===== src/rtl/gain_cmd_sequencer_if.sv =====
// Byte-stream link between the UART and the gain command sequencer.
// The master side is the UART/host; the slave side is the sequencer.
interface gain_cmd_sequencer_if;
    logic [7:0] rx_data;
    logic       rx_valid;
    logic [7:0] tx_data;
    logic       tx_valid;
    logic       tx_ready;

    modport master (
        output rx_data,
        output rx_valid,
        output tx_ready,
        input  tx_data,
        input  tx_valid
    );

    modport slave (
        input  rx_data,
        input  rx_valid,
        input  tx_ready,
        output tx_data,
        output tx_valid
    );
endinterface


===== src/rtl/gain_cmd_sequencer.sv =====
// ASCII command sequencer for the PID gain registers: parses "K/I/D hhhh CR" writes,
// launches the auto-tuner on "T", and returns a one-byte 'O'/'E' response per command.
module gain_cmd_sequencer #(
    parameter logic [15:0] DEFAULT_KP  = 16'h0100,
    parameter logic [15:0] DEFAULT_KI  = 16'h0010,
    parameter logic [15:0] DEFAULT_KD  = 16'h0040,
    parameter int unsigned TIMEOUT_CYC = 120000
) (
    input  logic                        CLK,
    input  logic                        RST_N,
    gain_cmd_sequencer_if.slave         uart,
    input  logic                        tuning_done,
    input  logic [15:0]                 kp_tune,
    input  logic [15:0]                 ki_tune,
    input  logic [15:0]                 kd_tune,
    output logic [15:0]                 kp_reg,
    output logic [15:0]                 ki_reg,
    output logic [15:0]                 kd_reg,
    output logic                        tune_start,
    output logic                        tune_busy,
    output logic                        resp_ovf
);

    localparam int unsigned     TO_W     = $clog2(TIMEOUT_CYC + 2);
    localparam logic [TO_W-1:0] TO_LIMIT = TO_W'(TIMEOUT_CYC);

    localparam logic [7:0] CH_K     = 8'h4B;
    localparam logic [7:0] CH_I     = 8'h49;
    localparam logic [7:0] CH_D     = 8'h44;
    localparam logic [7:0] CH_T     = 8'h54;
    localparam logic [7:0] CH_CR    = 8'h0D;
    localparam logic [7:0] CH_LF    = 8'h0A;
    localparam logic [7:0] RESP_OK  = 8'h4F;
    localparam logic [7:0] RESP_ERR = 8'h45;

    localparam logic [1:0] TGT_K = 2'd0;
    localparam logic [1:0] TGT_I = 2'd1;
    localparam logic [1:0] TGT_D = 2'd2;

    localparam logic [47:0] GAIN_DEFAULTS = {DEFAULT_KD, DEFAULT_KI, DEFAULT_KP};

    typedef enum logic [1:0] {
        ST_IDLE    = 2'd0,
        ST_HEX     = 2'd1,
        ST_WAIT_CR = 2'd2
    } state_t;

    state_t          state_reg, state_next;
    logic [1:0]      digit_cnt_reg, digit_cnt_next;
    logic [1:0]      target_reg, target_next;
    logic [15:0]     acc_reg, acc_next;
    logic [TO_W-1:0] to_cnt_reg, to_cnt_next;
    logic            done_q_reg;

    logic            is_hex;
    logic [3:0]      nibble;
    logic            timed_out;
    logic            cmd_resp_valid;
    logic [7:0]      cmd_resp_byte;
    logic            t_accept;
    logic            gain_wr;
    logic            tune_load;

    logic [15:0]     gain_tune [3];
    logic [15:0]     gain_cur  [3];

    assign timed_out = (to_cnt_reg == TO_LIMIT);
    assign tune_load = tuning_done && !done_q_reg && tune_busy;

    always_comb begin
        is_hex = 1'b0;
        nibble = 4'h0;
        if (uart.rx_data >= 8'h30 && uart.rx_data <= 8'h39) begin
            is_hex = 1'b1;
            nibble = uart.rx_data[3:0];
        end else if ((uart.rx_data >= 8'h41 && uart.rx_data <= 8'h46) ||
                     (uart.rx_data >= 8'h61 && uart.rx_data <= 8'h66)) begin
            // 'A'/'a' carry 1 in the low nibble, so +9 maps them onto 10..15
            is_hex = 1'b1;
            nibble = uart.rx_data[3:0] + 4'd9;
        end
    end

    always_comb begin
        state_next     = state_reg;
        digit_cnt_next = digit_cnt_reg;
        target_next    = target_reg;
        acc_next       = acc_reg;
        to_cnt_next    = to_cnt_reg;
        cmd_resp_valid = 1'b0;
        cmd_resp_byte  = 8'h00;
        t_accept       = 1'b0;
        gain_wr        = 1'b0;

        case (state_reg)
            ST_IDLE: begin
                to_cnt_next = '0;
                if (uart.rx_valid) begin
                    case (uart.rx_data)
                        CH_K, CH_I, CH_D: begin
                            target_next    = (uart.rx_data == CH_K) ? TGT_K :
                                             (uart.rx_data == CH_I) ? TGT_I : TGT_D;
                            digit_cnt_next = 2'd0;
                            acc_next       = 16'h0000;
                            state_next     = ST_HEX;
                        end
                        CH_T: begin
                            cmd_resp_valid = 1'b1;
                            cmd_resp_byte  = tune_busy ? RESP_ERR : RESP_OK;
                            t_accept       = !tune_busy;
                        end
                        CH_CR, CH_LF: ;
                        default: begin
                            cmd_resp_valid = 1'b1;
                            cmd_resp_byte  = RESP_ERR;
                        end
                    endcase
                end
            end

            ST_HEX: begin
                if (uart.rx_valid) begin
                    to_cnt_next = '0;
                    if (is_hex) begin
                        acc_next       = {acc_reg[11:0], nibble};
                        digit_cnt_next = digit_cnt_reg + 2'd1;
                        if (digit_cnt_reg == 2'd3) begin
                            state_next = ST_WAIT_CR;
                        end
                    end else begin
                        cmd_resp_valid = 1'b1;
                        cmd_resp_byte  = RESP_ERR;
                        state_next     = ST_IDLE;
                    end
                end else if (timed_out) begin
                    cmd_resp_valid = 1'b1;
                    cmd_resp_byte  = RESP_ERR;
                    to_cnt_next    = '0;
                    state_next     = ST_IDLE;
                end else begin
                    to_cnt_next = to_cnt_reg + TO_W'(1);
                end
            end

            ST_WAIT_CR: begin
                if (uart.rx_valid) begin
                    to_cnt_next    = '0;
                    cmd_resp_valid = 1'b1;
                    state_next     = ST_IDLE;
                    // Manual writes are locked out while the tuner owns the gains
                    if (uart.rx_data == CH_CR && !tune_busy) begin
                        gain_wr       = 1'b1;
                        cmd_resp_byte = RESP_OK;
                    end else begin
                        cmd_resp_byte = RESP_ERR;
                    end
                end else if (timed_out) begin
                    cmd_resp_valid = 1'b1;
                    cmd_resp_byte  = RESP_ERR;
                    to_cnt_next    = '0;
                    state_next     = ST_IDLE;
                end else begin
                    to_cnt_next = to_cnt_reg + TO_W'(1);
                end
            end

            default: begin
                state_next  = ST_IDLE;
                to_cnt_next = '0;
            end
        endcase
    end

    always_ff @(posedge CLK or negedge RST_N) begin
        if (!RST_N) begin
            state_reg     <= ST_IDLE;
            digit_cnt_reg <= 2'd0;
            target_reg    <= TGT_K;
            acc_reg       <= 16'h0000;
            to_cnt_reg    <= '0;
            done_q_reg    <= 1'b0;
            tune_start    <= 1'b0;
            tune_busy     <= 1'b0;
        end else begin
            state_reg     <= state_next;
            digit_cnt_reg <= digit_cnt_next;
            target_reg    <= target_next;
            acc_reg       <= acc_next;
            to_cnt_reg    <= to_cnt_next;
            done_q_reg    <= tuning_done;
            tune_start    <= t_accept;
            if (t_accept) begin
                tune_busy <= 1'b1;
            end else if (tune_load) begin
                tune_busy <= 1'b0;
            end
        end
    end

    assign gain_tune[0] = kp_tune;
    assign gain_tune[1] = ki_tune;
    assign gain_tune[2] = kd_tune;

    // One register per gain; tuner load and manual write are mutually exclusive via tune_busy
    generate
        for (genvar gi = 0; gi < 3; gi++) begin : g_gain
            logic [15:0] gain_q;
            always_ff @(posedge CLK or negedge RST_N) begin
                if (!RST_N) begin
                    gain_q <= GAIN_DEFAULTS[gi*16 +: 16];
                end else if (tune_load) begin
                    gain_q <= gain_tune[gi];
                end else if (gain_wr && target_reg == 2'(gi)) begin
                    gain_q <= acc_reg;
                end
            end
            assign gain_cur[gi] = gain_q;
        end
    endgenerate

    assign kp_reg = gain_cur[0];
    assign ki_reg = gain_cur[1];
    assign kd_reg = gain_cur[2];

    // Single-entry response holding register; the tuner response wins a same-cycle collision
    always_ff @(posedge CLK or negedge RST_N) begin
        if (!RST_N) begin
            uart.tx_data  <= 8'h00;
            uart.tx_valid <= 1'b0;
            resp_ovf      <= 1'b0;
        end else if (tune_load) begin
            uart.tx_data  <= RESP_OK;
            uart.tx_valid <= 1'b1;
            if (cmd_resp_valid || (uart.tx_valid && !uart.tx_ready)) begin
                resp_ovf <= 1'b1;
            end
        end else if (cmd_resp_valid) begin
            uart.tx_data  <= cmd_resp_byte;
            uart.tx_valid <= 1'b1;
            if (uart.tx_valid && !uart.tx_ready) begin
                resp_ovf <= 1'b1;
            end
        end else if (uart.tx_valid && uart.tx_ready) begin
            uart.tx_valid <= 1'b0;
        end
    end

endmodule

===== src/flat_wrapper.sv =====
// flat-port wrapper written by rule: the top's interface ports become plain ports
module gain_cmd_sequencer_flat 
#(
    parameter logic [15:0] DEFAULT_KP  = 16'h0100,
    parameter logic [15:0] DEFAULT_KI  = 16'h0010,
    parameter logic [15:0] DEFAULT_KD  = 16'h0040,
    parameter int unsigned TIMEOUT_CYC = 120000
)
  (CLK, RST_N, tuning_done, kp_tune, ki_tune, kd_tune, kp_reg, ki_reg, kd_reg, tune_start, tune_busy, resp_ovf, uart_rx_data, uart_rx_valid, uart_tx_ready, uart_tx_data, uart_tx_valid);
  gain_cmd_sequencer_if uart_i ();
  input  logic CLK;
  input  logic RST_N;
  input  logic tuning_done;
  input  logic [15:0] kp_tune;
  input  logic [15:0] ki_tune;
  input  logic [15:0] kd_tune;
  output logic [15:0] kp_reg;
  output logic [15:0] ki_reg;
  output logic [15:0] kd_reg;
  output logic tune_start;
  output logic tune_busy;
  output logic resp_ovf;
  input wire logic [$bits(uart_i.rx_data)-1:0] uart_rx_data;
  input wire logic [$bits(uart_i.rx_valid)-1:0] uart_rx_valid;
  input wire logic [$bits(uart_i.tx_ready)-1:0] uart_tx_ready;
  output wire logic [$bits(uart_i.tx_data)-1:0] uart_tx_data;
  output wire logic [$bits(uart_i.tx_valid)-1:0] uart_tx_valid;
  assign uart_i.rx_data = uart_rx_data;
  assign uart_i.rx_valid = uart_rx_valid;
  assign uart_i.tx_ready = uart_tx_ready;
  assign uart_tx_data = uart_i.tx_data;
  assign uart_tx_valid = uart_i.tx_valid;
  gain_cmd_sequencer #(.DEFAULT_KP(DEFAULT_KP), .DEFAULT_KI(DEFAULT_KI), .DEFAULT_KD(DEFAULT_KD), .TIMEOUT_CYC(TIMEOUT_CYC)) u_core (.CLK(CLK), .RST_N(RST_N), .uart(uart_i), .tuning_done(tuning_done), .kp_tune(kp_tune), .ki_tune(ki_tune), .kd_tune(kd_tune), .kp_reg(kp_reg), .ki_reg(ki_reg), .kd_reg(kd_reg), .tune_start(tune_start), .tune_busy(tune_busy), .resp_ovf(resp_ovf));
endmodule

===== config.mk =====
export PLATFORM = sky130hd
export DESIGN_NAME = gain_cmd_sequencer_flat
export DESIGN_NICKNAME = d
export VERILOG_FILES = /design/src/rtl/gain_cmd_sequencer_if.sv /design/src/rtl/gain_cmd_sequencer.sv /design/src/flat_wrapper.sv
export SDC_FILE = /design/constraint.sdc
export NUM_CORES = 1
export LEC_CHECK = 0
export ABC_AREA = 1
export ABC_CLOCK_PERIOD_IN_PS = 1900
export BUFFER_PORTS_ARGS = -buffer_cell sky130_fd_sc_hd__buf_2
export CORE_ASPECT_RATIO = 0.8
export CORE_UTILIZATION = 53
export DETAILED_ROUTE_END_ITERATION = 16
export GPL_ROUTABILITY_DRIVEN = 0
export PLACE_DENSITY = 0.84
export REMOVE_ABC_BUFFERS = 1
export SYNTH_ARGS = -nofsm -noshare
export SYNTH_HDL_FRONTEND = slang
export SYNTH_SLANG_ARGS = --single-unit

===== constraint.sdc =====
create_clock -name CLK -period 1.9 [get_ports CLK]
set_clock_uncertainty 0.1 [all_clocks]
set_input_delay 0.19 -clock CLK [delete_from_list [all_inputs] [get_ports CLK]]
set_output_delay 0.19 -clock CLK [all_outputs]
set_load 0.01 [all_outputs]

Yosys cells after proc, flatten, opt, wreduce, memory -nomap -nowiden

Cells that the tools add are included.

Input port bits: 61
Register bits after elaboration: 100
Output and inout bits: 60

Order comparisons: 6
Mux-type cells: 66
Add/subtract/negate cells: 3
Reductions and logical operators: 33
Eq/ne operators: 18

Operators with widths:

| operator                                                           | count |
|---|---|
| two-way mux 16 bit                                                 | 10 |
| two-way mux 17 bit                                                 | 3 |
| equality test 8 x 7 -> 1 bit (second input constant)               | 4 |
| two-way mux 8 bit                                                  | 4 |
| case mux 16 bit (2 select lines)                                   | 1 |
| two-way mux 2 bit                                                  | 13 |
| case mux 8 bit (3 select lines)                                    | 1 |
| two-way mux 1 bit                                                  | 23 |
| two-way mux 7 bit                                                  | 3 |
| adder 17 x 1 -> 17 bit (second input constant)                     | 1 |
| equality test 17 bit (second input constant)                       | 1 |
| equality test 8 x 4 -> 1 bit (second input constant)               | 2 |
| greater-or-equal comparator 8 x 7 -> 1 bit (second input constant) | 2 |
| <= comparator 8 x 7 -> 1 bit (second input constant)               | 2 |
| two-way mux 4 bit                                                  | 4 |
| case mux 8 bit (2 select lines)                                    | 1 |
| nonzero test 2 bit                                                 | 7 |
| logical AND 1 bit                                                  | 11 |
| AND reduction 3 bit                                                | 3 |
| greater-or-equal comparator 8 x 6 -> 1 bit (second input constant) | 1 |
| <= comparator 8 x 6 -> 1 bit (second input constant)               | 1 |
| != test 2 bit (second input constant)                              | 4 |
| equality test 2 bit (second input constant)                        | 3 |
| case mux 2 bit (3 select lines)                                    | 1 |
| 15 further kinds                                                   | 20 |

Longest topological paths before layout

Gate-level depths: netlist of run 1.

Depth after elaboration: 11
Depth in mapped cells: 14
Depth with buffers taken out: 14

Least setup slack after synthesis of run 1

Ideal clock, no wire load.

Path type: register to register
Start: register u_core.state_reg[1]
End: register u_core.uart.tx_data[2]
Buffers on the path: 1
Arrival: 1,403 ps
Cell stages (with the launch flop): 11
Path slack: 273 ps
Cells stage by stage: dfrtp_1 inv_1 ha_1 clkbuf_1 nor2_1 a21oi_1 nand2_1 nand2_1 nand2_1 nand2_1 or2_1

Word-level cells in the longest chain between the ends: 4
Elaborated cells between the ends (all ways): 8
Those cells by class: eq/ne (2); mux (4); reduce/logical (2)

Ends and longest elaborated chain:

| element                                           | RTL line                    | text |
|---|---|---|
| start, declared                                   | gain_cmd_sequencer.sv:48    | `state_t state_reg, state_next;` |
| start signal, assigned                            | gain_cmd_sequencer.sv:185   | `state_reg <= state_next;` |
| equality test 2 bit, or another cell as far along | gain_cmd_sequencer.sv:95    | `case (state_reg)` |
| case mux 8 bit (3 select lines)                   | gain_cmd_sequencer.sv:95    |  |
| two-way mux 8 bit                                 | gain_cmd_sequencer.sv:237   | `end else if (cmd_resp_valid) begin` |
| two-way mux 8 bit                                 | gain_cmd_sequencer.sv:231   | `end else if (tune_load) begin` |
| end signal, assigned                              | gain_cmd_sequencer.sv:238   | `uart.tx_data <= cmd_resp_byte;` |
| end, declared                                     | gain_cmd_sequencer_if.sv:22 | `output tx_data,` |

Several ways; a longest one is shown, not always the timed one. The select of a mux whose other input is x is not followed.
A chain may end at the register's enable or synchronous reset.

Final worst setup path of run 1

Start: register u_core.to_cnt_reg[2]
End: register u_core.to_cnt_reg[15]

Word-level cells in the longest chain between the ends: 4
Elaborated cells between the ends (all ways): 5
Those cells by class: add/sub (1); eq/ne (1); mux (3)

Ends and longest elaborated chain:

| element                                                               | RTL line                                                                       | text |
|---|---|---|
| start, declared                                                       | gain_cmd_sequencer.sv:52                                                       | `logic [TO_W-1:0] to_cnt_reg, to_cnt_next;` |
| start signal, assigned                                                | gain_cmd_sequencer.sv:189                                                      | `to_cnt_reg <= to_cnt_next;` |
| adder 17 x 1 -> 17 bit / equality test 17 bit (equally long branches) | gain_cmd_sequencer.sv:141, gain_cmd_sequencer.sv:163, gain_cmd_sequencer.sv:67 |  |
| two-way mux 17 bit *                                                  | gain_cmd_sequencer.sv:135, gain_cmd_sequencer.sv:157                           |  |
| two-way mux 17 bit *                                                  | gain_cmd_sequencer.sv:146                                                      | `if (uart.rx_valid) begin` |
| two-way mux 17 bit *                                                  | --                                                                             |  |
| via u_core.to_cnt_next[15]                                            | gain_cmd_sequencer.sv:52                                                       |  |

Mark *: on every way through the listed nets, which the timed path passes. The rest lies on a longest branch.

==> results of run 1 <==
metrics by stage:
step / cell area (sq um) / setup slack (ns) / std cells
2_1_floorplan: 4520 / -0.948 / 553
3_3_place_gp: 5430 / 0.104 / 797
3_5_place_dp: 5430 / 0.00712 / 797
4_1_cts: 6110 / 0.0203 / 860
5_1_grt: 6310 / -0.0451 / 868
6_report: 6310 / 0.0370 / 868
metal layers:
layer	part of all wire	wire (um)	vias to the layer above
li1	-	-	2243
met1	0.41	5510	2224
met2	0.49	6560	259
met3	0.070	952	50
met4	0.037	499	0
met5	0	0	-
report_power, final:
group	switching (mW)	total, mW	internal (mW)
sequential	0.271	2.67	2.40
clock	0.727	1.47	0.747
combinational	1.05	1.80	0.745
total	2.05	5.94	3.89
cell usage after synthesis, types with 2 or more instances:
| master | count | area share |
|---|---|---|
| nand2_1 | 166 | 0.13 |
| buf_4 | 12 | 0.019 |
| dfrtp_1 | 91 | 0.49 |
| nand4_1 | 6 | 0.0080 |
| o21ai_1 | 7 | 0.0075 |
| inv_1 | 40 | 0.032 |
| xor2_1 | 3 | 0.0056 |
| nor4_1 | 2 | 0.0027 |
| buf_2 | 8 | 0.0086 |
| inv_2 | 3 | 0.0024 |
| nor2_1 | 76 | 0.061 |
| nor3_1 | 14 | 0.015 |
| o21a_1 | 2 | 0.0032 |
| or2_1 | 2 | 0.0027 |
| nor3b_1 | 4 | 0.0064 |
| a31oi_1 | 49 | 0.065 |
| nand3_1 | 26 | 0.028 |
| o21ai_0 | 18 | 0.019 |
| ha_1 | 11 | 0.029 |
| nand2_2 | 3 | 0.0040 |
| dfstp_2 | 3 | 0.017 |
| clkbuf_1 | 8 | 0.0064 |
| a21oi_1 | 13 | 0.014 |
final timing paths:
kind                       slack (ns)               endpoint            startpoint  depth (start not counted)
max in group asynchronous        0.79   u_core.to_cnt_reg[2]                 RST_N                          3
min reg2reg                      0.40     u_core.acc_reg[15]    u_core.acc_reg[15]                          2
max reg2reg                      0.04  u_core.to_cnt_reg[15]  u_core.to_cnt_reg[2]                          7
min in group asynchronous        0.23       u_core.kp_reg[3]                 RST_N                          2
max                              0.04  u_core.to_cnt_reg[15]  u_core.to_cnt_reg[2]                          7
min                              0.01       u_core.kd_reg[3]            kd_tune[3]                          3
worst min-delay path, delay by kind of cell:
| family | cells | cell delay, ns |
|---|---|---|
| buffers and inverters | 1 | 0.10 |
| AO/OA/AOI/OAI | 1 | 0.08 |
| AND/OR/NAND/NOR | 1 | 0.07 |
what timing repair did:
action	CTS	global route
endpoints found under the setup margin	0	34
hold buffers	47	2
hold endpoints to repair	80	2
buffers inserted	0	5
resized for setup	0	31
cell type report:
type | count | share of cell area
inverter | 43 | 0.0256
timing repair buffer | 187 | 0.208
sequential | 94 | 0.374
clock inverter | 5 | 0.0135
tap | 112 | 0.0222
multi-input combinational | 416 | 0.336
clock buffer | 11 | 0.0208
cells by family after synthesis:
| logic type | Yosys count | share of synthesized area |
|---|---|---|
| simple gates | 305 | 0.274 |
| flops | 94 | 0.503 |
| compound gates | 93 | 0.115 |
| buf+inv | 72 | 0.0695 |
| fa+ha+maj | 11 | 0.0294 |
| xor+xnor | 4 | 0.00749 |
| other cells | 1 | 0.000801 |
==> impl_metrics.tcl, run 1 <==
set metrics [dict create \
    status "completed" \
    ys_seq_area_frac 0.503 \
    core_sq_mm 0.00852 \
    required_ns 2.05 \
    cts_buffers 9 \
    peakVddDrop_mv 0.551 \
    rows 30 \
    largest_reg_flops 17 \
    synth_cells 580 \
    maxSlewViolCount 0 \
    grt_use_met1 0.373 \
    die_w_um 107 \
    clock_sinks 94 \
    dieArea_sq_mm 0.00921 \
    gr-usage-met2 0.491 \
    detailed_place_hpwl_um 8230 \
    total_leakage_power_nw 2.95 \
    maxSlewHeadroom 0.650 \
    drc 0 \
    regArea_sq_mm 0.00236 \
    clkSlewWorstSetupHoldPaths_ns 0.09 \
    cts_htree_levels 3 \
    die_h_um 86.1 \
    synthToLayoutAreaGrowth_pct 34.9 \
    critPathArrivalTime_ns 2.01 \
    vias 4776 \
    crit_top_cell "nand3_2" \
    worstSetupEndpointType "flop" \
    initial_core_util 0.549 \
    powerDensity_mw_per_mm2 940 \
    drive_gt1_frac 0.250 \
    avgSynthCellArea_sq_um 8.07 \
    path_max_fanout 4 \
    fin_hold_ws_ns 0.00997 \
    clock_latency_ns 0.37 \
    ys_warn_count 0 \
    critical_path_class "flop to flop" \
    dr.pass1.iters 5 \
    totalPowerFinal_mw 5.94 \
    grt_pass1_wl_um 21100 \
    synth.distinct_cells 36 \
    nFillCells 556 \
    final_util 0.741 \
    final_nets 823 \
    max_stage_delay_ns 0.44 \
    cts_tree "done" \
    drt_iter0_drc 341 \
    critPathLaunchType "flop" \
    vias_per_cell 5.50 \
    path_delay_family "simple AND/OR/NAND/NOR gates" \
    min_period_ns 1.86 \
    path_cells "nand3_2 -> nor2_2 -> nand3_2 -> nor3_4 -> nand2_1 -> nor3_1 -> a21oi_1" \
    final_common_cell "nand2_1" \
    max_freq_ghz 0.537 \
    wl_um 13500 \
    clk_path_buf_depth 2 \
    layout_common_cells "nand2_1, buf_2, dfrtp_1, nor2_1" \
    rsz0062_at_grt "true" \
    synthFlopType "dfrtp_1" \
    synth_area_sq_mm 0.00468 \
    crit_buf_inv 0 \
    multiInputGateArea_sq_mm 0.00212 \
    gr-usage-met3 0.0578 \
    gr-total-overflow 0 \
    drtAntennaViolNets 0 \
    post_drt_wl_per_cell_um 15.6 \
    portBuffers 117 \
    crit_slowest_cell "dfrtp_2" \
    min_path_type "input pin to flop" \
    cts-root-buf "clkbuf_8" \
    tns_ns 0 \
    globalRouteTotalUtil 0.295 \
    synth_edf_count 0 \
    grt_max_degree 40 \
    hold_viol 0 \
    drv_cap 0 \
    async_reset_ff_frac 1.00 \
    io_pins 121 \
    top_usage_layer "met2" \
    ys_ff_latch 94 \
    finalSetupViolations 0 \
    post-route-period-util 0.981 \
    antenna_found_initial 0 \
    grt_pass1_vias 4583 \
    tightest_slew_ns 0.526 \
    diodes 0 \
]
(Power assumes the default switching activity.)
==> run 2: changes to the inputs <==
--- a/config.mk
+++ b/config.mk
@@ -8,9 +8,9 @@
 export ABC_AREA = 1
-export ABC_CLOCK_PERIOD_IN_PS = 1900
+export ABC_CLOCK_PERIOD_IN_PS = 2150
 export BUFFER_PORTS_ARGS = -buffer_cell sky130_fd_sc_hd__buf_2
 export CORE_ASPECT_RATIO = 0.8
-export CORE_UTILIZATION = 53
+export CORE_UTILIZATION = 57
 export DETAILED_ROUTE_END_ITERATION = 16
 export GPL_ROUTABILITY_DRIVEN = 0
-export PLACE_DENSITY = 0.84
+export PLACE_DENSITY = 0.89
 export REMOVE_ABC_BUFFERS = 1
==> constraint.sdc (replaced) <==
create_clock -name CLK -period 2.15 [get_ports CLK]
set_clock_uncertainty 0.1 [all_clocks]
set_input_delay 0.215 -clock CLK [delete_from_list [all_inputs] [get_ports CLK]]
set_output_delay 0.215 -clock CLK [all_outputs]
set_load 0.05 [all_outputs]
==> run 2 against run 1 <==
  * The flow now finishes with violations (design-rule violations)
  * Largest power group unchanged
  * Worst setup slack improved by 0.15 ns
  * Fmax decreased by 5.0%
  * Routed wire length down 13%
  * Utilization decreased by 2.1 points
==> impl_metrics.tcl, run 2 (same netlist as run 1, synthesis figures left out) <==
set metrics [dict create \
    status "finished, violations left" \
    violations "design-rule violations" \
    crit_start "u_core.state_reg[0]" \
    drv_cap 0 \
    fin_hold_ws_ns 0.00907 \
    layout_common_cells "nand2_1, buf_2, dfrtp_1, nor2_1, a31oi_1" \
    cts_buffers 9 \
    detailed_place_hpwl_um 8250 \
    drt_iter0_drc 313 \
    drive_gt1_frac 0.225 \
    portBuffers 117 \
    final_common_cell "nand2_1" \
    largest_reg_flops 17 \
    cts_htree_levels 3 \
    min_period_ns 1.96 \
    clkSlewWorstSetupHoldPaths_ns 0.10 \
    grt_pass1_vias 4267 \
    clk_path_buf_depth 2 \
    critPathArrivalTime_ns 2.13 \
    final_nets 777 \
    grt_pass1_wl_um 19300 \
    totalPowerFinal_mw 5.91 \
    maxSlewViolCount 0 \
    worstSetupEndpointType "flop" \
    gr-usage-met2 0.468 \
    io_pins 121 \
    gr-usage-met3 0.0488 \
    powerDensity_mw_per_mm2 1030 \
    critical_path_class "flop to flop" \
    core_sq_mm 0.00795 \
    grt_use_met1 0.383 \
    post_drt_wl_per_cell_um 14.4 \
    clock_sinks 94 \
    r2r_start "u_core.state_reg[0]" \
    globalRouteTotalUtil 0.287 \
    die_w_um 103 \
    tightest_slew_ns 0.588 \
    hold_viol 0 \
    vias_per_cell 5.51 \
    required_ns 2.32 \
    min-delay-start "kp_tune[0]" \
    clock_latency_ns 0.36 \
    cts-root-buf "clkbuf_8" \
    critPathLaunchType "flop" \
    wl_um 11800 \
    crit_slowest_cell "dfrtp_1" \
    rows 29 \
    fin_cells 818 \
    path_max_fanout 30 \
    initial_core_util 0.589 \
    total_leakage_power_nw 2.71 \
    rsz0062_at_grt "false" \
    drtAntennaViolNets 0 \
    synthToLayoutAreaGrowth_pct 22.2 \
    drc 2 \
    top_usage_layer "met2" \
    dr.pass1.iters 12 \
    finalSetupViolations 0 \
    gr-total-overflow 0 \
    peakVddDrop_mv 0.643 \
    die_h_um 83.1 \
    antenna_found_initial 0 \
    post-route-period-util 0.912 \
    tns_ns 0 \
    maxSlewHeadroom 0.608 \
    grt_max_degree 52 \
    post-place-cells 791 \
    min_path_type "input pin to flop" \
    cts_tree "done" \
    vias 4510 \
    dieArea_sq_mm 0.00858 \
    diodes 0 \
    max_stage_delay_ns 0.43 \
    path_cells "inv_1 -> ha_1 -> nand3_1 -> nor2_1 -> nand3_1 -> nand2_1 -> buf_12 -> nor2_1 -> a31oi_1" \
    max_freq_ghz 0.510 \
]
[run 2: changes by cell type in the layout (fill, tap and decap cells not counted), moves of 3 or more]
cell,before,now
nor2_1,73,76
nand2_2,7,3
nand2_1,160,166
dfrtp_1,88,91
dfrtp_2,3,0
dlygate4sd3_1,49,11
buf_4,16,11
nand3_2,4,1
nand3_1,22,26
[run 2: path summary, 6_finish.rpt]
kind | cells after the start | to | slack [ns]
hold reg to reg | 1 | u_core.to_cnt_reg[0] | 0.40
setup reg to reg | 9 | u_core.ki_reg[11] | 0.19
setup / recovery | 9 | u_core.ki_reg[11] | 0.19
max in group asynchronous | 3 | u_core.kd_reg[6] | 0.99
min in group asynchronous | 2 | u_core.kp_reg[1] | 0.30
hold / removal | 3 | u_core.kp_reg[0] | 0.009
[run 2: cell type report]
cell class	count	area, sq um
Inverter	43	161
Sequential cell	94	2360
Clock inverter	6	91.3
Fill cell	592	2220
Multi-Input combinational cell	416	2010
Tap cell	108	135
Clock buffer	10	138
Timing Repair Buffer	141	833
[run 2: through the flow]
stage	utilization	instance area [sq um]	setup WS (ns)
after global placement	0.677	5380	0.258
after floorplan	-	4520	-0.993
after detailed placement	0.677	5380	0.193
final	0.720	5720	0.190
after global routing	0.720	5720	0.0416
after CTS	0.719	5710	0.196
[run 2: power by group]
group / internal [mW] / leakage [nW] / switching (mW)
sequential: 2.12 / 1.18 / 0.224
clock: 0.696 / 0.117 / 0.640
combinational: 0.567 / 1.41 / 1.66
total: 3.38 / 2.71 / 2.53
[run 2: critical path: cells and delay by family (launching register included)]
kind / cells / cell delay (ns)
AO/OA/AOI/OAI: 1 / 0.19
flip-flops: 1 / 0.43
adder cells (fa/ha/maj): 1 / 0.22
AND/OR/NAND/NOR: 5 / 0.62
buffers and inverters: 2 / 0.30
[run 2: layer usage]
layer,part of all wire,wire (um)
met1,0.41,4880
met2,0.48,5630
met3,0.084,987
met4,0.022,259
met5,0,0
[run 2: timing repair]
action / in CTS / in global routing
setup buffers: 0 / 0
hold endpoints to repair: 49 / 1
hold buffers: 10 / 1
resized for setup: 0 / 0
